`src/rtl/timer_arbiter_pkg.sv`:
```
// Shared FSM encoding and default parameters for the timer arbiter.
package timer_arbiter_pkg;

  typedef enum logic [1:0] {
    ST_IDLE  = 2'd0,
    ST_RUN   = 2'd1,
    ST_CLEAR = 2'd2,
    ST_DRAIN = 2'd3
  } state_t;

  localparam int DEF_NUM_REQ       = 4;
  localparam int DEF_COUNT_WIDTH   = 32;
  localparam int DEF_TIMEOUT_SLACK = 16;

endpackage

```
`src/rtl/timer_arbiter_rr.sv`:
```
// Combinational round-robin picker: first requester after last_grant, one-hot.
module rr_arbiter #(
  parameter int NUM_REQ = 4,
  parameter int IDX_W   = 2
) (
  input  logic [NUM_REQ-1:0] req,
  input  logic [IDX_W-1:0]   last_grant,
  output logic [NUM_REQ-1:0] sel
);

  logic found;

  always_comb begin
    sel   = '0;
    found = 1'b0;
    for (int off = 1; off <= NUM_REQ; off++) begin
      if (!found && req[IDX_W'((int'(last_grant) + off) % NUM_REQ)]) begin
        sel[IDX_W'((int'(last_grant) + off) % NUM_REQ)] = 1'b1;
        found = 1'b1;
      end
    end
  end

endmodule

```
`src/rtl/timer_arbiter.sv`:
```
// Shares one hardware timer among NUM_REQ requesters with round-robin grants.
// Optional watchdog enabled by defining TIMER_ARBITER_TIMEOUT_EN.
module timer_arbiter
  import timer_arbiter_pkg::*;
#(
  parameter int NUM_REQ       = DEF_NUM_REQ,
  parameter int COUNT_WIDTH   = DEF_COUNT_WIDTH,
  parameter int TIMEOUT_SLACK = DEF_TIMEOUT_SLACK
) (
  input  logic                           clk,
  input  logic                           reset,
  input  logic [NUM_REQ-1:0]             req,
  input  logic [NUM_REQ*COUNT_WIDTH-1:0] req_count,
  output logic [NUM_REQ-1:0]             grant,
  output logic [NUM_REQ-1:0]             done,
  output logic                           busy,
  output logic                           fault,
  output logic [COUNT_WIDTH-1:0]         timer_count,
  output logic                           timer_enable,
  input  logic                           timer_interrupt,
  output logic                           timer_interrupt_clear
);

  localparam int IDX_W = (NUM_REQ > 1) ? $clog2(NUM_REQ) : 1;

  state_t                 state_q, state_d;
  logic [NUM_REQ-1:0]     grant_q, grant_d, done_q, done_d, sel;
  logic [COUNT_WIDTH-1:0] tcount_q, tcount_d, sel_count;
  logic [IDX_W-1:0]       last_q, last_d, sel_idx;
  logic                   ten_q, ten_d, clr_q, clr_d;
  logic                   owner_req, cnt_zero, tmo_hit;

  rr_arbiter #(.NUM_REQ(NUM_REQ), .IDX_W(IDX_W)) u_rr (
    .req        (req),
    .last_grant (last_q),
    .sel        (sel)
  );

  always_comb begin
    sel_count = '0;
    sel_idx   = '0;
    for (int i = 0; i < NUM_REQ; i++) begin
      if (sel[i]) begin
        sel_count = req_count[i*COUNT_WIDTH +: COUNT_WIDTH];
        sel_idx   = IDX_W'(i);
      end
    end
  end

  assign owner_req = |(req & grant_q);
  assign cnt_zero  = (tcount_q == '0);

`ifdef TIMER_ARBITER_TIMEOUT_EN
  logic [COUNT_WIDTH:0] tmo_q;
  logic                 fault_q;

  // Counter is cleared on every IDLE cycle, so it starts at zero on RUN entry.
  assign tmo_hit = (state_q == ST_RUN) && !cnt_zero && !timer_interrupt &&
                   ((tmo_q + (COUNT_WIDTH+1)'(1)) ==
                    ({1'b0, tcount_q} + (COUNT_WIDTH+1)'(TIMEOUT_SLACK)));

  always_ff @(posedge clk) begin
    if (!reset) begin
      tmo_q   <= '0;
      fault_q <= 1'b0;
    end else begin
      fault_q <= tmo_hit;
      if (state_q == ST_RUN) tmo_q <= tmo_q + (COUNT_WIDTH+1)'(1);
      else                   tmo_q <= '0;
    end
  end

  assign fault = fault_q;
`else
  assign tmo_hit = 1'b0;
  assign fault   = 1'b0;
`endif

  // State register plus datapath registers
  always_ff @(posedge clk) begin
    if (!reset) begin
      state_q  <= ST_IDLE;
      grant_q  <= '0;
      done_q   <= '0;
      tcount_q <= '0;
      last_q   <= IDX_W'(NUM_REQ - 1);
      ten_q    <= 1'b0;
      clr_q    <= 1'b0;
    end else begin
      state_q  <= state_d;
      grant_q  <= grant_d;
      done_q   <= done_d;
      tcount_q <= tcount_d;
      last_q   <= last_d;
      ten_q    <= ten_d;
      clr_q    <= clr_d;
    end
  end

  // Next-state logic; completion takes priority over timeout and abort
  always_comb begin
    state_d = state_q;
    unique case (state_q)
      ST_IDLE:  if (|req) state_d = ST_RUN;
      ST_RUN: begin
        if (cnt_zero)             state_d = ST_IDLE;
        else if (timer_interrupt) state_d = ST_CLEAR;
        else if (tmo_hit)         state_d = ST_DRAIN;
        else if (!owner_req)      state_d = ST_DRAIN;
      end
      ST_CLEAR, ST_DRAIN: if (!timer_interrupt) state_d = ST_IDLE;
      default:  state_d = ST_IDLE;
    endcase
  end

  // Register next values for the outputs
  always_comb begin
    grant_d  = grant_q;
    done_d   = '0;
    tcount_d = tcount_q;
    last_d   = last_q;
    ten_d    = ten_q;
    clr_d    = 1'b0;
    unique case (state_q)
      ST_IDLE: begin
        grant_d = sel;
        if (|req) begin
          tcount_d = sel_count;
          last_d   = sel_idx;
          ten_d    = (sel_count != '0);
        end
      end
      ST_RUN: begin
        // Zero count keeps grant through the done cycle; IDLE reloads it.
        if (cnt_zero) begin
          done_d = grant_q;
        end else if (timer_interrupt) begin
          done_d = grant_q;
          ten_d  = 1'b0;
          clr_d  = 1'b1;
        end else if (tmo_hit || !owner_req) begin
          ten_d  = 1'b0;
          clr_d  = 1'b1;
        end
      end
      ST_CLEAR, ST_DRAIN: if (!timer_interrupt) grant_d = '0;
      default: grant_d = '0;
    endcase
  end

  assign busy                  = (state_q != ST_IDLE);
  assign grant                 = grant_q;
  assign done                  = done_q;
  assign timer_count           = tcount_q;
  assign timer_enable          = ten_q;
  assign timer_interrupt_clear = clr_q;

endmodule
```
`config.mk`:
```
export PLATFORM = sky130hd
export DESIGN_NAME = timer_arbiter
export DESIGN_NICKNAME = d
export VERILOG_FILES = /design/src/rtl/timer_arbiter_pkg.sv /design/src/rtl/timer_arbiter_rr.sv /design/src/rtl/timer_arbiter.sv
export SDC_FILE = /design/constraint.sdc
export NUM_CORES = 1
export LEC_CHECK = 0
export CAP_MARGIN = 40
export CORE_UTILIZATION = 38
export DETAILED_ROUTE_END_ITERATION = 7
export HOLD_SLACK_MARGIN = 0.06
export PLACE_DENSITY_LB_ADDON = 0.1
export SLEW_MARGIN = 10
export SYNTH_ARGS = -nofsm -noshare
export SYNTH_HDL_FRONTEND = slang
export SYNTH_SLANG_ARGS = --single-unit
```
`constraint.sdc`:
```
create_clock -name clk -period 3.8 [get_ports clk]
set_input_delay 0.38 -clock clk [delete_from_list [all_inputs] [get_ports clk]]
set_output_delay 0.38 -clock clk [all_outputs]
set_load 0.02 [all_outputs]
```
==> results of run 1 <==
## registers in the layout, summed over array words and instances, names as in the netlist
signal / cells
timer_count: 32
state_q: 2
last_q: 2
grant: 4
done: 4
timer_interrupt_clear: 1
timer_enable: 1
## layout by cell type (no fill, tap or decap), types with 11 or more instances in the layout
master           count
clkdlybuf4s50_1    177
buf_4               64
nor2_1              61
dfxtp_1             46
a21oi_1             35
nand2_1             33
a211oi_1            21
o21ai_0             20
nor4_1              17
nor3_1              17
a221oi_1            17
a22oi_1             11
## final cells by class
type	instances	share of cell area
clock inverter	3	0.00299
timing repair buffer	244	0.369
inverter	9	0.00538
tap	133	0.0265
sequential	46	0.147
clock buffer	5	0.0110
multi-input combinational	404	0.438
## routing by layer
layer	track usage	wire, um	up-vias
met1	0.423	7090	2343
li1	-	-	2385
met2	0.471	7230	259
met4	0.0780	320	0
met3	0.0298	1180	25
met5	0	0	-
## where the power goes
part           total [uW]  switching, uW  leakage [uW]  internal, uW
Clock                 295            166     0.0000483           130
Sequential            759            132      0.000380           627
Combinational        3380           1830       0.00192          1550
Total                4440           2130       0.00235          2310
## cells by family (layout without fill, tap and decap cells)
family                     Yosys count  in the layout  share of synthesized area
buffers and inverters               54            261                     0.0650
DFF                                 46             46                      0.238
AOI/OAI and AO/OA                  187            187                      0.363
other                                1              1                   0.000969
adders and majority gates            8              8                     0.0259
and+or+nand+nor                    190            190                      0.252
muxes                               18             18                     0.0553
## worst max-delay path, delay by kind of cell
family	cells	cell delay (ns)
simple gates	2	0.46
mux	1	0.55
buf+inv	1	0.60
compound gates	6	1.92
## worst max path at each step
| stage | start | to | slack [ns] | cells after the start |
|---|---|---|---|---|
| after floorplan | last_q[0]$_SDFFE_PN1P_ | timer_enable$_SDFFE_PN0P_ | 0.05 | 15 |
| after global placement | req[3] | timer_enable$_SDFFE_PN0P_ | -0.23 | 12 |
| after detailed placement | req[1] | timer_enable$_SDFFE_PN0P_ | -0.18 | 10 |
| after CTS | last_q[1]$_SDFFE_PN1P_ | timer_enable$_SDFFE_PN0P_ | 0.04 | 14 |
| after global routing | last_q[1]$_SDFFE_PN1P_ | timer_enable$_SDFFE_PN0P_ | -0.07 | 11 |
| final | req[3] | timer_enable$_SDFFE_PN0P_ | 0.09 | 10 |
## metrics by stage
stage	cells	setup TNS [ns]	hold WS, ns	setup slack, ns
floorplan	504	0	0.518	0.0530
global route	844	-0.119	0.523	-0.0710
CTS	844	0	0.499	0.0431
finish	844	0	0.498	0.0871
detailed placement	836	-0.324	0.487	-0.181
global placement	835	-0.233	0.475	-0.233
==> qor.yml, run 1 <==
outcome: "completed"
drive_above_1_share: 0.160
synth_area_per_cell_um2: 7.68
critPathCaptureType: "register"
relSlewSlack: 0.533
r2r-end: "timer_enable$_SDFFE_PN0P_"
drt_iter0_drc: 402
multi_input_area_um2: 2750
post_cts_buffers: 0
async_flop_share: 0
critPathMaxStageDelay_ns: 0.60
synth-edff-count: 0
power_uw: 4440
min_path_type: "reg -> reg"
portBuffers: 177
synth_top_area_frac: 0.238
synth-main-ff-cell: "dfxtp_1"
ff_latch_area_um2: 921
synth_area_leader_cell: "dfxtp_1"
fin_crit_sh: 0.977
start_util: 0.394
finClkSkew_ns: 0.0178
ys_seq_area_frac: 0.238
synthDistinctLibCells: 80
syn_nets: 647
cts_buffer_depth: 2
critPathRequiredTime_ns: 4.00
rr_startpoint: "last_q[1]$_SDFFE_PN1P_"
fmax_mhz: 269
cts.sinks: 46
dr.pass1.iters: 5
cts_hold_buf: 0
ys_seq_elements: 46
regToRegSetupSlack_ns: 0.09
yosys_warnings: 0
hold_violations: 0
dp_hpwl_um: 13200
final_area_um2: 6280
cts_made_buffers: 5
ys_top_cells_by_count: "nor2_1 (62), dfxtp_1 (46), a21oi_1 (35)"
dieArea_um2: 10600
whs_endpoint: "timer_count[9]$_SDFFE_PN0P_"
area_growth_pct: 62.3
setup_violations: 0
fill_cells: 908
io_pins: 179
nets: 853
coreArea_um2: 9820
rsz0062_at_grt: "true"
synthesis.area_um2: 3870
dieWidth_um: 103
remaining_drc_errors: 0
wl_per_cell_um: 18.8
worstHoldStart: "timer_count[9]$_SDFFE_PN0P_"
clkSlewWorstSetupHoldPaths_ns: 0.09
hold_depth: 2
ff2ff_path_depth: 11
grt_first_pass_wirelength_um: 23800
fp.dieH_um: 103
placed_cell_area_um2: 6170
vias: 5012
yosysMostFrequentCell: "nor2_1"
tightest_slew_ns: 0.699
crit_arrival_ns: 3.91
overflow: 0
ir_drop_v: 0.000349
powerDensity_nw_per_um2: 706
htree_levels: 2
maxCapViolations: 0
layout_min_cycle_time_ns: 3.71
std_cell_rows: 36
n_antenna_cell: 0
insertion_delay_ns: 0.30
crit_chain: "clkdlybuf4s50_1, mux4_2, a221o_1, a32oi_2, a221oi_2, a2111oi_1, o22ai_1, nor4_2, nand4_1, o41a_1"
antenna_found_initial: 0
grt_usage: 0.295
tritoncts: "built"
cts_resized: 1
syn_inst: 504
grt_max_degree: 28
cp_max_fo: 12
path_class: "in -> reg"
leakage_uw: 0.00235
routed_wl_um: 15800
start_kind: "primary input"
routabilityCongestion: 0.955
slew_violations: 0
crit_slowest_cell: "clkdlybuf4s50_1"
viasPerCell: 5.94
post-route-util: 0.640
synth_area_leaders: "dfxtp_1 (24%), nor2_1 (6.0%), a21oi_1 (4.5%)"
first_global_vias: 4566
clockRootBuffer: "clkbuf_8"
postRouteAntennaNets: 0
(Power assumes the default switching activity.)
==> inputs of run 2 (changes only) <==
--- a/config.mk
+++ b/config.mk
@@ -6,7 +6,9 @@
 export NUM_CORES = 1
 export LEC_CHECK = 0
 export CAP_MARGIN = 40
-export CORE_UTILIZATION = 38
+export CELL_PAD_IN_SITES_DETAIL_PLACEMENT = 2
+export CELL_PAD_IN_SITES_GLOBAL_PLACEMENT = 2
+export CORE_UTILIZATION = 24
 export DETAILED_ROUTE_END_ITERATION = 7
 export HOLD_SLACK_MARGIN = 0.06
 export PLACE_DENSITY_LB_ADDON = 0.1
==> constraint.sdc (replaced) <==
create_clock -name clk -period 4.8 [get_ports clk]
set_input_delay 0.48 -clock clk [delete_from_list [all_inputs] [get_ports clk]]
set_output_delay 0.48 -clock clk [all_outputs]
set_load 0.02 [all_outputs]
==> run 2 against run 1 <==
Effect of this change:
- sequential power fell by 18%
- critical path depth rose by 3
- register-to-register slack improved by 0.28 ns
- utilization fell by 26 points
- routed wire length rose by 22%
- largest cell class unchanged
- combinational power fell by 29%
- cell area fell by 3.9%
- via count fell by 4.6%
- hold slack improved by 0.0064 ns
- final cell count rose by 3.8%
- global-route usage fell by 5.8 points
- sequential share of layout area rose by 0.59 points
==> qor.yml, run 2 (same netlist as run 1, synthesis figures left out) <==
critPathMaxStageDelay_ns: 0.70
tightest_slew_ns: 0.770
ir_drop_v: 0.000168
wl_per_cell_um: 22.0
start_util: 0.245
cts.sinks: 46
fin_crit_sh: 0.924
viasPerCell: 5.46
min_path_type: "reg -> reg"
overflow: 0
maxCapViolations: 0
dr.pass1.iters: 4
slew_violations: 0
gr-usage-met3: 0.0412
coreArea_um2: 15800
fill_cells: 1787
clockRootBuffer: "clkbuf_16"
vias: 4779
leakage_uw: 0.00214
use_met1: 0.303
relSlewSlack: 0.473
postRouteAntennaNets: 0
fp.dieH_um: 129
htree_levels: 2
ff_latch_area_um2: 921
portBuffers: 177
final_common_cell: "clkdlybuf4s50_1"
grt_max_degree: 43
crit_slowest_cell: "a2111oi_0"
powerDensity_nw_per_um2: 557
cts_buffer_depth: 2
post_cts_buffers: 0
routabilityCongestion: 0.841
remaining_drc_errors: 0
antenna_found_initial: 0
largest_register_ffs: 32
busiest_layer: "met2"
cts_resized: 0
dieArea_um2: 16600
setup_violations: 0
n_antenna_cell: 0
area_growth_pct: 56.1
dp_hpwl_um: 16000
multi_input_area_um2: 2730
drive_above_1_share: 0.0848
tritoncts: "built"
outcome: "completed"
crit_chain: "inv_1, ha_1, mux2_2, a2111oi_0, or3_1, nor3_2, buf_12, buf_4, o21ai_0, o221ai_1, a2111oi_2, nand4_1, o41a_1"
rsz0062_at_grt: "false"
finClkSkew_ns: 0.00369
fin_tns_setup_ns: 0
grt_first_pass_wirelength_um: 29800
cts_made_buffers: 5
fmax_mhz: 225
use_met2: 0.414
clkSlewWorstSetupHoldPaths_ns: 0.06
insertion_delay_ns: 0.28
path_class: "reg -> reg"
layout_min_cycle_time_ns: 4.44
hold_violations: 0
cts_hold_buf: 0
drt_iter0_drc: 209
std_cell_rows: 46
fin_ws_ns: 0.363
start_kind: "register"
critPathCaptureType: "register"
cp_max_fo: 24
dieWidth_um: 129
nets: 803
io_pins: 179
mostFrequentLayoutCells: "clkdlybuf4s50_1 (177), nor2_1 (61), dfxtp_1 (46), a21oi_1 (35), nand2_1 (33)"
critPathRequiredTime_ns: 4.97
grt_usage: 0.237
crit_arrival_ns: 4.61
routed_wl_um: 19300
dp_slack_ns: 0.329
first_global_vias: 5201
run 2: changes by cell type in the layout (fill, tap and decap cells not counted), moves of 2 or more:
cell,change
a2111oi_0,+2
clkbuf_16,+5
a2111oi_2,-2
clkbuf_8,-5
buf_4,-50
clkinv_2,-2
run 2: path summary, 6_finish.rpt:
check	start	to	slack, ns	depth (start not counted)
setup / recovery	last_q[0]$_SDFFE_PN1P_	timer_enable$_SDFFE_PN0P_	0.36	13
hold reg to reg	timer_count[26]$_SDFFE_PN0P_	timer_count[26]$_SDFFE_PN0P_	0.50	2
setup reg to reg	last_q[0]$_SDFFE_PN1P_	timer_enable$_SDFFE_PN0P_	0.36	13
hold / removal	timer_count[26]$_SDFFE_PN0P_	timer_count[26]$_SDFFE_PN0P_	0.50	2
run 2: routing by layer:
layer	wire length, um	part of all wire
met1	8600	0.45
met2	9380	0.49
met3	1020	0.053
met4	274	0.014
met5	0	0
run 2: area by class of cell:
| class | count | area share |
|---|---|---|
| timing repair buffer | 194 | 0.322 |
| sequential | 46 | 0.152 |
| clock buffer | 6 | 0.0213 |
| inverter | 9 | 0.00559 |
| tap | 216 | 0.0447 |
| multi-input combinational | 404 | 0.453 |
| clock inverter | 1 | 0.00124 |
run 2: where the power goes:
group / internal, uW / leakage (uW) / switching, uW / total, uW
sequential: 497 / 0.000380 / 127 / 624
clock: 190 / 0.0000629 / 141 / 331
combinational: 982 / 0.00169 / 1430 / 2410
total: 1670 / 0.00214 / 1690 / 3360
run 2: per-stage QoR:
step,hold slack [ns],std cells,total power (uW),utilization,area [um2]
floorplan,0.530,504,2060,-,3870
global placement,0.483,867,2980,0.370,5860
detailed placement,0.497,869,3040,0.373,5900
CTS,0.508,876,3380,0.382,6040
global route,0.538,876,3610,0.382,6040
finish,0.504,876,3360,0.382,6040
run 2: critical path: cells and delay by family, from the launching register on:
| family | cells | cell delay (ns) |
|---|---|---|
| buf+inv | 3 | 0.53 |
| simple gates | 3 | 0.56 |
| mux | 1 | 0.40 |
| flops | 1 | 0.33 |
| compound gates | 5 | 1.84 |
| fa+ha+maj | 1 | 0.65 |
